==> config.mk <==
export PLATFORM = sky130hd
export DESIGN_NAME = arb_rr4_drain
export DESIGN_NICKNAME = d
export VERILOG_FILES = /design/src/rtl/arb_rr4_drain_pkg.sv /design/src/rtl/arb_rr4_drain_rr_pick4.sv /design/src/rtl/arb_rr4_drain.sv
export SDC_FILE = /design/constraint.sdc
export NUM_CORES = 1
export LEC_CHECK = 0
export ABC_AREA = 0
export BUFFER_PORTS_ARGS = -buffer_cell sky130_fd_sc_hd__buf_4
export CAP_MARGIN = 20
export CORE_ASPECT_RATIO = 1.4
export CORE_MARGIN = 2
export CORE_UTILIZATION = 23
export DETAILED_ROUTE_END_ITERATION = 8
export PLACE_DENSITY = 0.53
export SETUP_SLACK_MARGIN = 0.2
export SLEW_MARGIN = 20
export SYNTH_ARGS = -nofsm -noshare
export SYNTH_HDL_FRONTEND = slang
export SYNTH_HIERARCHICAL = 1
export SYNTH_SLANG_ARGS = --single-unit
==> constraint.sdc <==
create_clock -name clk -period 2.05 [get_ports clk]
set_input_delay 0.1025 -clock clk [delete_from_list [all_inputs] [get_ports clk]]
set_output_delay 0.1025 -clock clk [all_outputs]
set_load 0.005 [all_outputs]
==> src/rtl/arb_rr4_drain_pkg.sv <==
// Shared definitions for the four-source round-robin FIFO drain arbiter:
// FSM state encoding, source count and default data width.
package arb_rr4_drain_pkg;

    localparam int N_SRC          = 4;
    localparam int DEFAULT_DATA_W = 4;

    typedef enum logic [1:0] {
        IDLE = 2'd0,
        POP  = 2'd1,
        LAT  = 2'd2,
        SEND = 2'd3
    } state_t;

    function automatic logic [3:0] idx_to_onehot(input logic [1:0] idx);
        return 4'b0001 << idx;
    endfunction

endpackage

==> src/rtl/arb_rr4_drain_rr_pick4.sv <==
// Combinational round-robin picker: first set request bit searching from
// last+1 upward and wrapping, with the previous winner given lowest priority.
module rr_pick4 (
    input  logic [3:0] req,
    input  logic [1:0] last,
    output logic [1:0] gnt_idx,
    output logic       any
);

    logic [1:0] cand;
    logic       found;

    always_comb begin
        gnt_idx = last;
        found   = 1'b0;
        cand    = last;
        any     = |req;
        // Offset 4 wraps back to last itself, which is therefore searched last.
        for (int k = 1; k <= 4; k++) begin
            cand = last + 2'(k);
            if (!found && req[cand]) begin
                gnt_idx = cand;
                found   = 1'b1;
            end
        end
    end

endmodule

==> src/rtl/arb_rr4_drain.sv <==
// Drains four upstream FIFOs into one downstream port, one word per four
// cycles, using a round-robin grant and a POP/LAT/SEND sequence.
module arb_rr4_drain #(
    parameter int DATA_W = arb_rr4_drain_pkg::DEFAULT_DATA_W,
    parameter int N_SRC  = arb_rr4_drain_pkg::N_SRC
) (
    input  logic                    clk,
    input  logic                    reset,
    input  logic [3:0]              empty_in,
    input  logic [3:0]              err_in,
    input  logic [N_SRC*DATA_W-1:0] q_in,
    input  logic [3:0]              en_in,
    input  logic                    down_full,
    output logic [3:0]              pop_out,
    output logic [DATA_W-1:0]       data_out,
    output logic                    valid_out,
    output logic [1:0]              src_out,
    output logic                    err_out,
    output logic                    busy
);

    import arb_rr4_drain_pkg::*;

    state_t            state_q;
    logic [3:0]        pop_q;
    logic [DATA_W-1:0] data_q;
    logic              valid_q;
    logic [1:0]        src_q;
    logic              err_q;
    logic              busy_q;
    logic [1:0]        last_q;
    logic [1:0]        grant_q;

    logic [3:0]        req_d;
    logic [1:0]        pick_idx;
    logic              pick_any;

    assign req_d = ~empty_in & en_in;

    rr_pick4 u_pick (
        .req     (req_d),
        .last    (last_q),
        .gnt_idx (pick_idx),
        .any     (pick_any)
    );

    // The four-state walk spaces grants so a popped FIFO's empty flag has
    // settled before it is looked at again.
    always_ff @(posedge clk or posedge reset) begin
        if (reset) begin
            state_q <= IDLE;
            pop_q   <= 4'b0000;
            data_q  <= '0;
            valid_q <= 1'b0;
            src_q   <= 2'd0;
            err_q   <= 1'b0;
            busy_q  <= 1'b0;
            last_q  <= 2'd3;
            grant_q <= 2'd0;
        end else begin
            err_q <= err_q | (|err_in);
            case (state_q)
                IDLE: begin
                    valid_q <= 1'b0;
                    if (!down_full && pick_any) begin
                        grant_q <= pick_idx;
                        pop_q   <= idx_to_onehot(pick_idx);
                        busy_q  <= 1'b1;
                        state_q <= POP;
                    end
                end
                POP: begin
                    pop_q   <= 4'b0000;
                    state_q <= LAT;
                end
                LAT: begin
                    data_q  <= q_in[int'(grant_q)*DATA_W +: DATA_W];
                    src_q   <= grant_q;
                    valid_q <= 1'b1;
                    state_q <= SEND;
                end
                SEND: begin
                    valid_q <= 1'b0;
                    last_q  <= grant_q;
                    busy_q  <= 1'b0;
                    state_q <= IDLE;
                end
                default: begin
                    pop_q   <= 4'b0000;
                    valid_q <= 1'b0;
                    busy_q  <= 1'b0;
                    state_q <= IDLE;
                end
            endcase
        end
    end

    assign pop_out   = pop_q;
    assign data_out  = data_q;
    assign valid_out = valid_q;
    assign src_out   = src_q;
    assign err_out   = err_q;
    assign busy      = busy_q;

endmodule

==> results.toml, run 1 <==
[global_route]
antenna_found_initial = 0
grt_max_degree = 20
grt-ovfl-total = 0
grt_usage_pct = 10.28
grt_pass1_wl_um = 4140
first_global_vias = 953

[synthesis]
synth_cell_types = 24
ys_seq_elements = 19
syn_area_per_cell_um2 = 10.84
syn_nets = 136
yosysSeqAreaShare_pct = 44.11
ys.warnings.count = 6
syn-cell-area_um2 = 1084
syn_inst = 100

[layout]
finalCoreUtilization_pct = 33.60
nets = 183
n_antenna_cell = 0
layout_commonest_cell = "buf_4"
area_growth_pct = 40.65
fin_area_um2 = 1524
mostFrequentLayoutCells = "buf_4, dfrtp_1, mux2_2"
final_layout_size_suffix_gt1_share_pct = 45.89

[timing]
fin_skew_ns = 0.001624
setup_viol_count_final = 0
rsz0062_at_grt = "no"
post-route-period-util_pct = 78.83
tightest_slew_ns = 0.7268
fin_setup_tns_ns = 0
maxSlewHeadroom_pct = 51.49
fin_crit_ns = 1.616
finalMaxSlewViolations = 0
whs_ns = 0.03344
max_freq_mhz = 618.8
hold_viol = 0

[clocking]
cts_resized = 0
root_buffer = "clkbuf_8"
cts_sinks = 19
clkSlewWorstSetupHoldPaths_ns = 0.08
cts_buffers = 3
cts_max_path_buffers = 2
cts_tree = "done"
clkLatencyLatePin_ns = 0.26
htree_levels = 1

[power]
max-vdd-ir-drop_mv = 0.3464
p_leak_nw = 0.7316
total_power_mw = 1.944
p_per_area_nw_per_um2 = 1276

[routing]
wl_um = 2565
drtIter0Drc = 42
routed_via_density = 4.341
postRouteAntennaNets = 0
num_vias = 903
dr.pass1.iters = 4
drc_errors = 0
wire_per_inst_um = 12.33

[flow_run]
maxCapViolations = 0

[placement]
place.gp.congestion = 0.6915
place_hpwl_um = 1993
place_area_um2 = 1468
port_buffers = 43

[floorplan]
die_h_um = 85.21
rows = 29
die_x_um = 62.01
core-area_um2 = 4536
die_area_um2 = 5284
start_util_pct = 23.89
io_pins = 44

[worst_setup_path]
reg2regPathDepth = 4
startpoint_type = "register"
arrival_ns = 1.82
critPathCaptureType = "register"
crit_fanout = 7
crit_type = "reg2reg"
critPathRequiredTime_ns = 2.25

[worst_hold_path]
min_path_type = "in2reg"
min_path_cells = 3

[run_status]
outcome = "finished clean"
## stage by stage
step	worst slack [ns]	cells
finish	0.4341	208
global route	0.2980	208
CTS	0.4413	208
detailed placement	0.4497	203
global placement	0.5204	203
floorplan	0.5514	100
## critical path, stage by stage (launching register included)
cell     delay [ns]
dfstp_2        0.60
a31oi_1        0.11
a21oi_1        0.39
nor3b_1        0.27
mux2_4         0.18
## timing repair
| item | 4_1_cts | 5_1_grt |
|---|---|---|
| buffers inserted | 0 | 0 |
| endpoints found under the hold margin | 17 | 0 |
| hold buffers | 1 | 0 |
## final timing paths
check	startpoint	endpoint	slack, ns
max	last_q[1]	pop_out[2]	0.43
min	err_in[3]	err_out	0.03
max reg2reg	last_q[1]	pop_out[2]	0.43
min reg2reg	err_out	err_out	0.47
max in group asynchronous	reset	state_q[1]	1.07
min in group asynchronous	reset	err_out	0.52
## power by group
group	switching, mW	total [mW]	leakage (nW)	internal (mW)
Sequential	0.166	0.730	0.227	0.564
Clock	0.132	0.267	0.0255	0.135
Combinational	0.394	0.947	0.479	0.553
## metal layers
metal	vias to the layer above	track usage, %	wire (um)
li1	430	-	-
met1	440	12.32	1071
met2	31	17.90	1330
met3	2	1.524	143
met4	0	3.482	19
met5	-	0	0
## synth_stat cells (all sizes together)
cell     instances  area (um2)
a21oi            5       36.29
dfstp            2       52.55
nor3             3       15.01
mux2            15       183.9
nor2             8       30.03
buf              2       16.26
nand2b           1       6.260
and2b            1       8.760
o21ai            2       10.01
nor2b            6       37.54
o221ai           3       26.28
mux2i            5       50.05
and3b            1       12.51
ha               5       62.56
a31oi            1       6.260
nand2           10       37.54
o2bb2ai          1       8.760
a32oi            1       8.760
dfrtp           17       425.4
nor3b            2       15.01
inv              9       33.78
## sequential cells by signal, summed over array words and instances, names as in the netlist, 2 cells and up
register  count
state_q       2
grant_q       2
src_out       2
last_q        2
pop_out       4
data_out      4
## logic make-up after synthesis
family	share of synthesized area, %
AOI/OAI and AO/OA	8.893
adders and majority gates	5.774
buffers and inverters	4.618
DFF	44.11
muxes	21.59
and+or+nand+nor	15.01
## cell type report
class / count / area [um2]
tap: 62 / 77.57
timing repair buffer: 44 / 332.8
inverter: 9 / 33.78
clock inverter: 1 / 5.005
multi-input combinational: 70 / 555.5
clock buffer: 3 / 41.29
sequential: 19 / 478.0
fill: 482 / 3012
(Power assumes the default switching activity.)
==> run 2: changes to the inputs <==
Settings changed: ABC_AREA 0 to 1, PLACE_DENSITY 0.53 to 0.52.
Clock period 2.05 ns to 1.63 ns, I/O delays scaled along.
==> run 2 against run 1 <==
Compared with the run above: the run now ends with setup timing left; sequential power grew 25%; combinational power grew 150%; area after synthesis grew 17%; wire length grew 23%; critical path depth grew 8; critical path type unchanged.
==> results.toml, run 2 <==
[routing]
num_vias = 1254
wire_per_inst_um = 10.64
postRouteAntennaNets = 0
dr.pass1.iters = 5
wl_um = 3159
routed_via_density = 4.222
drtIter0Drc = 25
drc_errors = 0

[timing]
setup_viol_count_final = 5
hold_viol = 0
maxSlewHeadroom_pct = 76.29
rsz0062_at_grt = "yes"
fin_crit_ns = 1.678
worst_slack_ns = -0.04753
finalMaxSlewViolations = 0
post-route-period-util_pct = 102.9
fin_skew_ns = 0.001665
max_freq_mhz = 596.1
tightest_slew_ns = 0.3543

[placement]
port_buffers = 43
place_area_um2 = 1709
place.gp.congestion = 0.7932
place_hpwl_um = 2392
dp.cells = 285

[synthesis]
synth_top_area_share_pct = 33.60
syn_inst = 172
ys.warnings.count = 6
synth_cell_types = 27
synth_top_area_cell = "dfrtp_1"
synth_edf_count = 0
ys_seq_elements = 19
yosysSeqAreaShare_pct = 37.75
ys.flop_type = "dfrtp_1"
syn-cell-area_um2 = 1266
syn_nets = 208
ys_top_cells_by_area = "dfrtp_1, nand2_1, inv_1"
yosysMostFrequentCell = "nand2_1"
syn_area_per_cell_um2 = 7.362
async_reset_ff_share_pct = 100.0
netlist_top_cells_count = "nand2_1, inv_1, dfrtp_1"

[clocking]
clkSlewWorstSetupHoldPaths_ns = 0.07
cts_tree = "done"
cts_sinks = 19
cts_buffers = 3
htree_levels = 1
cts_max_path_buffers = 2
root_buffer = "clkbuf_8"
clkLatencyLatePin_ns = 0.26

[worst_hold_path]
min_path_cells = 3
min_path_type = "in2reg"
hold_path.startpoint = "err_in[0]"
hold_path_end = "err_out"

[power]
p_per_area_nw_per_um2 = 1859
combPwrFrac_pct = 65.1
p_int_mw = 1.958
p_clk_share_pct = 9.3
p_seq_share_pct = 25.6
max-vdd-ir-drop_mv = 0.5031
p_leak_nw = 1.012
switching_share_pct = 45.16
switching_power_mw = 1.612

[layout]
fin_area_um2 = 1921
layout.cells.non_filler = 297
n_antenna_cell = 0
mostFrequentLayoutCells = "buf_4, nand2_1, inv_1"
layout_commonest_cell = "buf_4"
final_layout_size_suffix_gt1_share_pct = 43.67
finalCoreUtilization_pct = 35.53
nets = 266
area_growth_pct = 51.68

[global_route]
grt_pass1_wl_um = 5202
grt_max_degree = 20
first_global_vias = 1232
antenna_found_initial = 0
grt-ovfl-total = 0
grt_usage_pct = 10.94

[worst_setup_path]
critPathRequiredTime_ns = 1.78
rr_startpoint = "last_q[0]"
r2r-end = "pop_out[0]"
crit_type = "reg2reg"
crit_fanout = 7
startpoint_type = "register"
arrival_ns = 1.83
rrSetupSlack_ns = -0.05
reg2regPathDepth = 12
critPathCaptureType = "register"

[floorplan]
die_area_um2 = 6123
io_pins = 44
die_x_um = 66.71
rows = 32
start_util_pct = 23.43
die_h_um = 91.79
core-area_um2 = 5405

[run_status]
violations = "setup timing"
outcome = "finished with violations"

[flow_run]
maxCapViolations = 0
## run 2: cell types whose count changed in the layout (fill, tap and decap cells not counted), sizes merged, moves of 6 or more
cell   previous run  this run
nand2            10        58
inv               9        30
mux2             15         1
nand3             0        14
buf              43        54
nor2              8        17
a21oi             5        11
nor2b             6         0
## run 2: cells by family (layout without fill, tap and decap cells)
| logic type | after synthesis | after routing | share of synthesized area [%] |
|---|---|---|---|
| and+or+nand+nor | 95 | 95 | 36.17 |
| AOI/OAI and AO/OA | 19 | 19 | 8.596 |
| xor gates and xnor gates | 1 | 1 | 0.6918 |
| adders and majority gates | 5 | 5 | 4.941 |
| buffers and inverters | 32 | 89 | 10.97 |
| DFF | 19 | 19 | 37.75 |
| muxes | 1 | 1 | 0.8893 |
## run 2: how the worst max path moves through the flow
| stage | startpoint | to | cells past startpoint |
|---|---|---|---|
| 3_3_place_gp | last_q[0] | pop_out[0] | 10 |
| 6_report | last_q[0] | pop_out[0] | 12 |
| 5_1_grt | last_q[0] | pop_out[1] | 12 |
| 2_1_floorplan | last_q[0] | pop_out[0] | 13 |
| 4_1_cts | last_q[0] | pop_out[2] | 12 |
| 3_5_place_dp | last_q[0] | pop_out[2] | 11 |
## run 2: what timing repair did
| action | 4_1_cts | 5_1_grt |
|---|---|---|
| hold buffers | 1 | 0 |
| cloned | 0 | 0 |
| pin swaps | 11 | 3 |
| endpoints found under the hold margin | 17 | 0 |
| endpoints found under the setup margin | 6 | 6 |
| setup buffers | 7 | 0 |
| resized for setup | 11 | 14 |
## run 2: power by group through the flow
stage | registers (mW) | logic (mW) | clock network (mW)
5_1_grt | 0.945 | 2.60 | 0.361
3_3_place_gp | 0.951 | 1.81 | 0
3_5_place_dp | 0.955 | 1.82 | 0
2_1_floorplan | 0.881 | 1.32 | 0
6_report | 0.913 | 2.33 | 0.331
4_1_cts | 0.914 | 2.11 | 0.347
## run 2: area by class of cell
class / instances / area [um2]
timing repair buffer: 55 / 427.9
inverter: 30 / 122.6
multi-input combinational: 121 / 760.7
sequential: 19 / 478.0
clock inverter: 1 / 5.005
fill: 597 / 3485
tap: 68 / 85.08
clock buffer: 3 / 41.29
## run 2: stage by stage
stage                     hold slack [ns]   TNS [ns]  power (mW)  worst slack, ns
after CTS                        0.003029  -0.002649       3.368        -0.002649
after global placement             0.1298          0       2.761         0.001569
after global routing             0.002331    -0.7981       3.910          -0.1718
after detailed placement           0.1362   -0.01650       2.772         -0.01020
final                            0.007302    -0.1615       3.570         -0.04753
after floorplan                   0.03115          0       2.202          0.09740
## run 2: worst max-delay path: stages (launching register included)
cell	delay, ns
dfstp_2	0.56
buf_12	0.12
inv_8	0.05
nand2_4	0.05
nand2_4	0.06
nand2_4	0.07
nand2_4	0.07
a21oi_2	0.17
nand3_2	0.12
nand2_4	0.10
inv_1	0.05
nand2_1	0.08
a21oi_2	0.05
## run 2: metal layers
metal  global-route usage, %  vias to the layer above  share of wire (%)
li1                        -                      649                  -
met1                   12.24                      560                 40
met2                   20.08                       40                 52
met3                   1.227                        5                5.7
met4                   4.762                        0                2.0
met5                       0                        -                  0
